## src/rtl/laser_pkg.sv

```systemverilog
// laser_pkg: shared definitions for the tower laser block.
//   state_t          - targeting FSM states
//   SCREEN_W/H       - visible VGA area used to clip the hit marker
//   X_MSB/X_LSB/Y_MSB - field positions inside a 15-bit {x, y} coordinate
//   DEF_LASER_COLOUR - default marker colour (RRRGGGBBB)
//   abs9()           - magnitude of a 9-bit signed distance
package laser_pkg;

  typedef enum logic [2:0] {IDLE, SCAN, FIRE, DRAW, DONE} state_t;

  localparam int SCREEN_W = 160;
  localparam int SCREEN_H = 120;

  localparam int X_MSB = 14;
  localparam int X_LSB = 7;
  localparam int Y_MSB = 6;

  localparam logic [8:0] DEF_LASER_COLOUR = 9'b111000000;

  function automatic logic [8:0] abs9(input logic signed [8:0] v);
    return v[8] ? 9'(-v) : 9'(v);
  endfunction

endpackage

```

## src/rtl/laser_marker_draw.sv

```systemverilog
// laser_marker_draw: emits a 3x3 marker centred on (tx, ty), one pixel per
// cycle for 9 cycles after a start pulse. Off-screen pixels still use their
// cycle but keep wren low. Outputs are registered and zero while idle.
//   clk, resetn    - clock, async active-low reset
//   start          - one-cycle pulse, begins a marker
//   tx, ty         - marker centre
//   wren/coord/colour - registered VGA pixel write
//   done           - high during the cycle the last pixel is issued
module laser_marker_draw
  import laser_pkg::*;
#(
  parameter logic [8:0] COLOUR = DEF_LASER_COLOUR
) (
  input  logic        clk,
  input  logic        resetn,
  input  logic        start,
  input  logic [7:0]  tx,
  input  logic [6:0]  ty,
  output logic        wren,
  output logic [14:0] coord,
  output logic [8:0]  colour,
  output logic        done
);

  localparam logic [9:0] XLIM = 10'(SCREEN_W);
  localparam logic [9:0] YLIM = 10'(SCREEN_H);

  logic       busy;
  logic [1:0] kx, ky;
  logic [9:0] px, py;

  // Offsets of -1 wrap to a huge unsigned value, so a single "< limit"
  // compare clips both the low and the high screen edge.
  assign px   = {2'b0, tx} + {8'b0, kx} - 10'd1;
  assign py   = {3'b0, ty} + {8'b0, ky} - 10'd1;
  assign done = busy && (kx == 2'd2) && (ky == 2'd2);

  always_ff @(posedge clk or negedge resetn) begin
    if (!resetn) begin
      busy   <= 1'b0;
      kx     <= 2'd0;
      ky     <= 2'd0;
      wren   <= 1'b0;
      coord  <= '0;
      colour <= '0;
    end else begin
      wren   <= 1'b0;
      coord  <= '0;
      colour <= '0;
      if (busy) begin
        wren   <= (px < XLIM) && (py < YLIM);
        coord  <= {px[7:0], py[6:0]};
        colour <= COLOUR;
        if (kx == 2'd2) begin
          kx <= 2'd0;
          ky <= ky + 2'd1;
        end else begin
          kx <= kx + 2'd1;
        end
        if (done) begin
          busy <= 1'b0;
          ky   <= 2'd0;
        end
      end else if (start) begin
        busy <= 1'b1;
        kx   <= 2'd0;
        ky   <= 2'd0;
      end
    end
  end

endmodule

```

## src/rtl/laser_targeting.sv

```systemverilog
// laser_targeting: tower laser. Once per frame (outside cooldown) scans the
// four cars, shoots the first one in Chebyshev range, counts hits and flags
// destroyed cars; draws a 3x3 hit marker when granted the VGA draw slot.
//   clk, resetn         - clock, async active-low reset
//   initiate            - stage active; low clears all per-stage state
//   frame_tick          - one pulse per frame
//   car_N_coords        - {x, y} per car, 0 = not spawned
//   start_laser_draw    - draw slot grant pulse
//   destroyed_cars      - sticky destroyed flags
//   laser_wren/coord/colour - VGA pixel write
//   laser_done_drawing  - pulse when the draw slot is released
module laser_targeting
  import laser_pkg::*;
#(
  parameter logic [7:0] TOWER_X         = 8'd80,
  parameter logic [6:0] TOWER_Y         = 7'd60,
  parameter logic [7:0] RANGE           = 8'd40,
  parameter logic [1:0] HITS_TO_KILL    = 2'd3,
  parameter logic [7:0] COOLDOWN_FRAMES = 8'd15,
  parameter logic [8:0] LASER_COLOUR    = DEF_LASER_COLOUR
) (
  input  logic        clk,
  input  logic        resetn,
  input  logic        initiate,
  input  logic        frame_tick,
  input  logic [14:0] car_0_coords,
  input  logic [14:0] car_1_coords,
  input  logic [14:0] car_2_coords,
  input  logic [14:0] car_3_coords,
  input  logic        start_laser_draw,
  output logic [3:0]  destroyed_cars,
  output logic        laser_wren,
  output logic [14:0] coord,
  output logic [8:0]  colour,
  output logic        laser_done_drawing
);

  state_t            state, nstate;
  logic [1:0]        idx;
  logic [7:0]        tx;
  logic [6:0]        ty;
  logic [3:0][1:0]   hits;
  logic [7:0]        cooldown;
  logic              scan_pending, draw_pending, draw_req;
  logic              marker_start, marker_last;

  logic [3:0][14:0]  cars;
  logic [14:0]       cur;
  logic [7:0]        cx;
  logic [6:0]        cy;
  logic signed [8:0] ddx, ddy;
  logic              eligible;
  logic [1:0]        hit_next;

  assign cars = {car_3_coords, car_2_coords, car_1_coords, car_0_coords};
  assign cur  = cars[idx];
  assign cx   = cur[X_MSB:X_LSB];
  assign cy   = cur[Y_MSB:0];
  assign ddx  = $signed({1'b0, cx}) - $signed({1'b0, TOWER_X});
  assign ddy  = $signed({2'b0, cy}) - $signed({2'b0, TOWER_Y});

  assign eligible = !destroyed_cars[idx] && (cur != 15'd0) &&
                    (abs9(ddx) <= {1'b0, RANGE}) && (abs9(ddy) <= {1'b0, RANGE});

  assign hit_next = (hits[idx] == 2'd3) ? 2'd3 : hits[idx] + 2'd1;

  always_comb begin
    nstate       = state;
    marker_start = 1'b0;
    case (state)
      IDLE: begin
        if (draw_req) begin
          if (draw_pending) begin
            nstate       = DRAW;
            marker_start = 1'b1;
          end else begin
            nstate = DONE;
          end
        end else if (scan_pending) begin
          nstate = SCAN;
        end
      end
      SCAN:    if (eligible) nstate = FIRE; else if (idx == 2'd3) nstate = IDLE;
      FIRE:    nstate = IDLE;
      DRAW:    if (marker_last) nstate = DONE;
      DONE:    nstate = IDLE;
      default: nstate = IDLE;
    endcase
    // A marker already on its way must finish and release the draw chain.
    if (!initiate && state != DRAW && state != DONE) begin
      nstate       = IDLE;
      marker_start = 1'b0;
    end
  end

  always_ff @(posedge clk or negedge resetn) begin
    if (!resetn) begin
      state              <= IDLE;
      idx                <= 2'd0;
      tx                 <= '0;
      ty                 <= '0;
      hits               <= '0;
      destroyed_cars     <= '0;
      cooldown           <= '0;
      scan_pending       <= 1'b0;
      draw_pending       <= 1'b0;
      draw_req           <= 1'b0;
      laser_done_drawing <= 1'b0;
    end else begin
      state              <= nstate;
      laser_done_drawing <= (state == DONE);

      if (frame_tick && cooldown != 8'd0) cooldown <= cooldown - 8'd1;

      case (state)
        IDLE: if (nstate == SCAN) begin
          idx          <= 2'd0;
          scan_pending <= 1'b0;
        end
        SCAN: begin
          if (eligible) begin
            tx <= cx;
            ty <= cy;
          end else begin
            idx <= idx + 2'd1;
          end
        end
        FIRE: begin
          hits[idx] <= hit_next;
          if (hit_next >= HITS_TO_KILL) destroyed_cars[idx] <= 1'b1;
          cooldown     <= COOLDOWN_FRAMES;
          draw_pending <= 1'b1;
        end
        DRAW: if (nstate == DONE) draw_pending <= 1'b0;
        DONE: draw_req <= 1'b0;
        default: ;
      endcase

      // Requests are evaluated after the state actions so a new event in
      // the same cycle as a consume is never lost.
      if (start_laser_draw) draw_req <= 1'b1;
      if (frame_tick && initiate && cooldown == 8'd0) scan_pending <= 1'b1;

      if (!initiate) begin
        hits           <= '0;
        destroyed_cars <= '0;
        cooldown       <= '0;
        scan_pending   <= 1'b0;
        draw_pending   <= 1'b0;
        draw_req       <= 1'b0;
      end
    end
  end

  laser_marker_draw #(.COLOUR(LASER_COLOUR)) u_marker (
    .clk    (clk),
    .resetn (resetn),
    .start  (marker_start),
    .tx     (tx),
    .ty     (ty),
    .wren   (laser_wren),
    .coord  (coord),
    .colour (colour),
    .done   (marker_last)
  );

endmodule

```

## config.mk

```make
export PLATFORM = sky130hd
export DESIGN_NAME = laser_targeting
export DESIGN_NICKNAME = d
export VERILOG_FILES = /design/src/rtl/laser_pkg.sv /design/src/rtl/laser_marker_draw.sv /design/src/rtl/laser_targeting.sv
export SDC_FILE = /design/constraint.sdc
export NUM_CORES = 1
export LEC_CHECK = 0
export CAP_MARGIN = 20
export CORE_UTILIZATION = 47
export CTS_CLUSTER_DIAMETER = 120
export DETAILED_ROUTE_END_ITERATION = 8
export PLACE_DENSITY = 0.78
export RECOVER_POWER = 100
export SLEW_MARGIN = 20
export SYNTH_ARGS = -nofsm -noshare
export SYNTH_HDL_FRONTEND = slang
export SYNTH_SLANG_ARGS = --single-unit
```

## constraint.sdc

```tcl
create_clock -name clk -period 3.1 [get_ports clk]
set_input_delay 0.31 -clock clk [delete_from_list [all_inputs] [get_ports clk]]
set_output_delay 0.31 -clock clk [all_outputs]
set_load 0.01 [all_outputs]
```

==> reports/results.ini <==
[clocking]
h-tree-depth=3
root_buffer=clkbuf_8
clk_pin_slew_ns=0.07
cts_tree=yes
cts_made_buffers=9
clock_latency_ns=0.34
clk_path_buf_depth=2
cts_sinks=66

[cells_and_area]
fin_util_pct=65.5
final_nets=631
num_antenna_cells=0
multi_input_area_um2=2650
fillers=745
final_cell_mix=66 x dfrtp_1, 63 x clkdlybuf4s50_1, 40 x buf_4
layout_commonest_cell=dfrtp_1
drive_above_1_share_pct=20.5
regArea_um2=1650
area_delta_synth_final_pct=35.7

[die]
io_pins=95
die_area_um2=9830
fp.dieW_um=99.1
rows=35
core-area_um2=9200
die_y_um=99.1
start_util_pct=48.2

[route]
drtIter0Drc=123
wire_per_inst_um=15.2
via_count=3700
viasPerCell=5.58
antenna_left=0
firstDrtPassIters=4
route.detailed.drc=0
routed_wl_mm=10.1

[synthesis]
synth_area_per_cell_um2=10.6
seq_area_frac_synth_pct=37.2
netlist_area_um2=4440
synth_cells=420
ys_warn_count=0
synth-edff-count=0
synth-seq-cells=66
synth_ff_type=dfrtp_1
yosysUniqueCellTypes=63
async_flop_share_pct=100

[global_routing]
grt_overflow_total=0
antenna_found_initial=0
grt_pass1_vias=3761
grt_max_degree=49
gr-usage-all-layers_pct=22.0
grt_pass1_wl_mm=17.4

[critical_path]
rr_startpoint=idx[0]
critical_path_class=reg -> reg
crit_path_start_kind=register
reg2reg_to=ty[0]
endpoint_kind=register
worst-endpoint-arrival_ns=3.26
r2r_cells=12
crit_fanout=9
cp.required_ns=3.32
worst-r2r-setup-slack_ns=0.06

[placed_design]
pre_cts_slack_ns=-0.529
gp_congestion=0.877
numPortBuffers=88
dp_hpwl_mm=7.67

[flow_run]
max-cap-violations=1

[timing]
setup-violations-final=0
post-route-period-util_pct=98.2
tightest_slew_ns=2.38
slew_viol_final=49
grt_setup_unrepaired=yes
max-slew-margin-rel_pct=-59.0
setup_ws_ns=0.0565
finClkSkew_ns=0.00949
hold_viol_final=0
min_period_ns=3.04
holdWs_ns=0.520
fmax_mhz=329

[power]
power.leakage_nw=2.69
p_total_mw=4.91
powerDensity_nw_per_um2=815
peakVddDrop_uv=367

[outcome]
violations=max-capacitance violations, max-slew violations
status=complete, but fails checks

[worst_hold_path]
holdCritPathClass=reg -> reg
hold_end=hits[7]
hold_path_depth=1
worstHoldStart=hits[7]

worst max-delay path: stages (launching register included):
cell,delay [ns]
dfrtp_1,0.37
buf_12,0.14
mux4_2,0.52
inv_2,0.10
ha_4,0.16
inv_4,0.05
and2_4,0.13
a32o_1,0.19
and4bb_2,0.30
nand4_1,0.17
nor3b_4,0.31
buf_12,0.17
mux2_2,0.33
timing repair:
| action | in CTS | in global routing |
|---|---|---|
| gates resized for setup | 1 | 14 |
| pin swaps | 1 | 2 |
| endpoints found under the setup margin | 18 | 18 |
| setup buffers | 2 | 3 |
| hold buffers | 0 | 0 |
how the worst max path moves through the flow:
stage / start / to / slack (ns) / cells after the start
3_3_place_gp: car_3_coords[12] / ty[1] / -0.47 / 11
2_1_floorplan: idx[0] / tx[0] / -0.08 / 12
4_1_cts: idx[0] / tx[2] / 0.02 / 11
5_1_grt: idx[0] / state[0] / -0.11 / 11
6_report: idx[0] / ty[0] / 0.06 / 12
3_5_place_dp: car_0_coords[12] / ty[4] / -0.53 / 11
cell type report:
type                       instances  area share [%]
multi-input combinational        316            44.1
sequential                        66            27.4
timing repair buffer             135            20.9
clock buffer                      12            2.41
tap                              111            2.31
clock inverter                     4            1.64
inverter                          19            1.23
state kept, by name (all words and copies together) (netlist names), 2 cells and up:
| name | cells |
|---|---|
| tx | 8 |
| ty | 7 |
| state | 3 |
| cooldown | 8 |
| idx | 2 |
| hits | 8 |
| u_marker.coord | 15 |
| u_marker.ky | 2 |
| u_marker.kx | 2 |
| destroyed_cars | 4 |
power breakdown:
part | internal, mW | switching (mW) | leakage, nW
combinational | 1.47 | 1.32 | 1.67
clock | 0.559 | 0.328 | 0.121
sequential | 1.03 | 0.194 | 0.901
through the flow:
| stage | area, µm² | instances | TNS (ns) |
|---|---|---|---|
| 2_1_floorplan | 4480 | 425 | -0.747 |
| 3_3_place_gp | 5690 | 642 | -7.28 |
| 3_5_place_dp | 5690 | 642 | -8.24 |
| 4_1_cts | 5960 | 660 | 0 |
| 5_1_grt | 6020 | 663 | -1.23 |
| 6_report | 6020 | 663 | 0 |
Yosys cell counts, types with 2 or more instances:
master	count	area share, %
and4_1	2	0.39
a21oi_1	20	2.3
nand3b_1	3	0.51
nand4_1	4	0.56
mux4_2	16	8.1
nand2b_1	8	1.1
or2_2	4	0.56
nor2b_1	13	1.8
and3_1	3	0.42
nand3_1	10	1.1
dfrtp_1	66	37
o21a_1	9	1.5
nor2_1	20	1.7
o2bb2ai_1	2	0.39
mux2_2	8	2.0
a311oi_1	2	0.39
and2_1	12	1.7
mux2i_1	6	1.4
xor2_1	11	2.2
buf_4	9	1.5
nand2_1	21	1.8
or4_1	2	0.34
buf_6	2	0.51
a22o_1	11	2.2
mux2_4	9	3.0
nor4_1	3	0.42
ha_1	17	4.8
clkbuf_1	11	0.93
fa_1	2	0.90
mux4_1	2	1.2
a22oi_1	2	0.34
or3_1	3	0.42
nor4b_1	5	0.99
o31ai_1	2	0.34
nor3b_1	4	0.68
a31oi_1	5	0.71
a21boi_0	4	0.68
inv_1	19	1.6
nor3_1	14	1.6
o2111a_1	2	0.51
buf_2	2	0.23
a21o_1	4	0.68
xnor2_1	16	3.2
o21ai_0	11	1.2
cell families after synthesis:
family | share of synthesized area [%]
AND/OR/NAND/NOR | 17.6
AO/OA/AOI/OAI | 13.5
flip-flops | 37.2
buffers and inverters | 4.80
multiplexers | 15.7
XOR/XNOR | 5.33
adder cells (fa/ha/maj) | 5.70
other | 0.0845
layer usage:
metal,vias to the layer above,global-route usage (%),routed length (µm)
met5,-,0,0
met4,0,5.66,129
met3,14,3.72,354
met2,108,38.8,5070
met1,1801,28.2,4520
li1,1777,-,-
(Power assumes the default switching activity.)
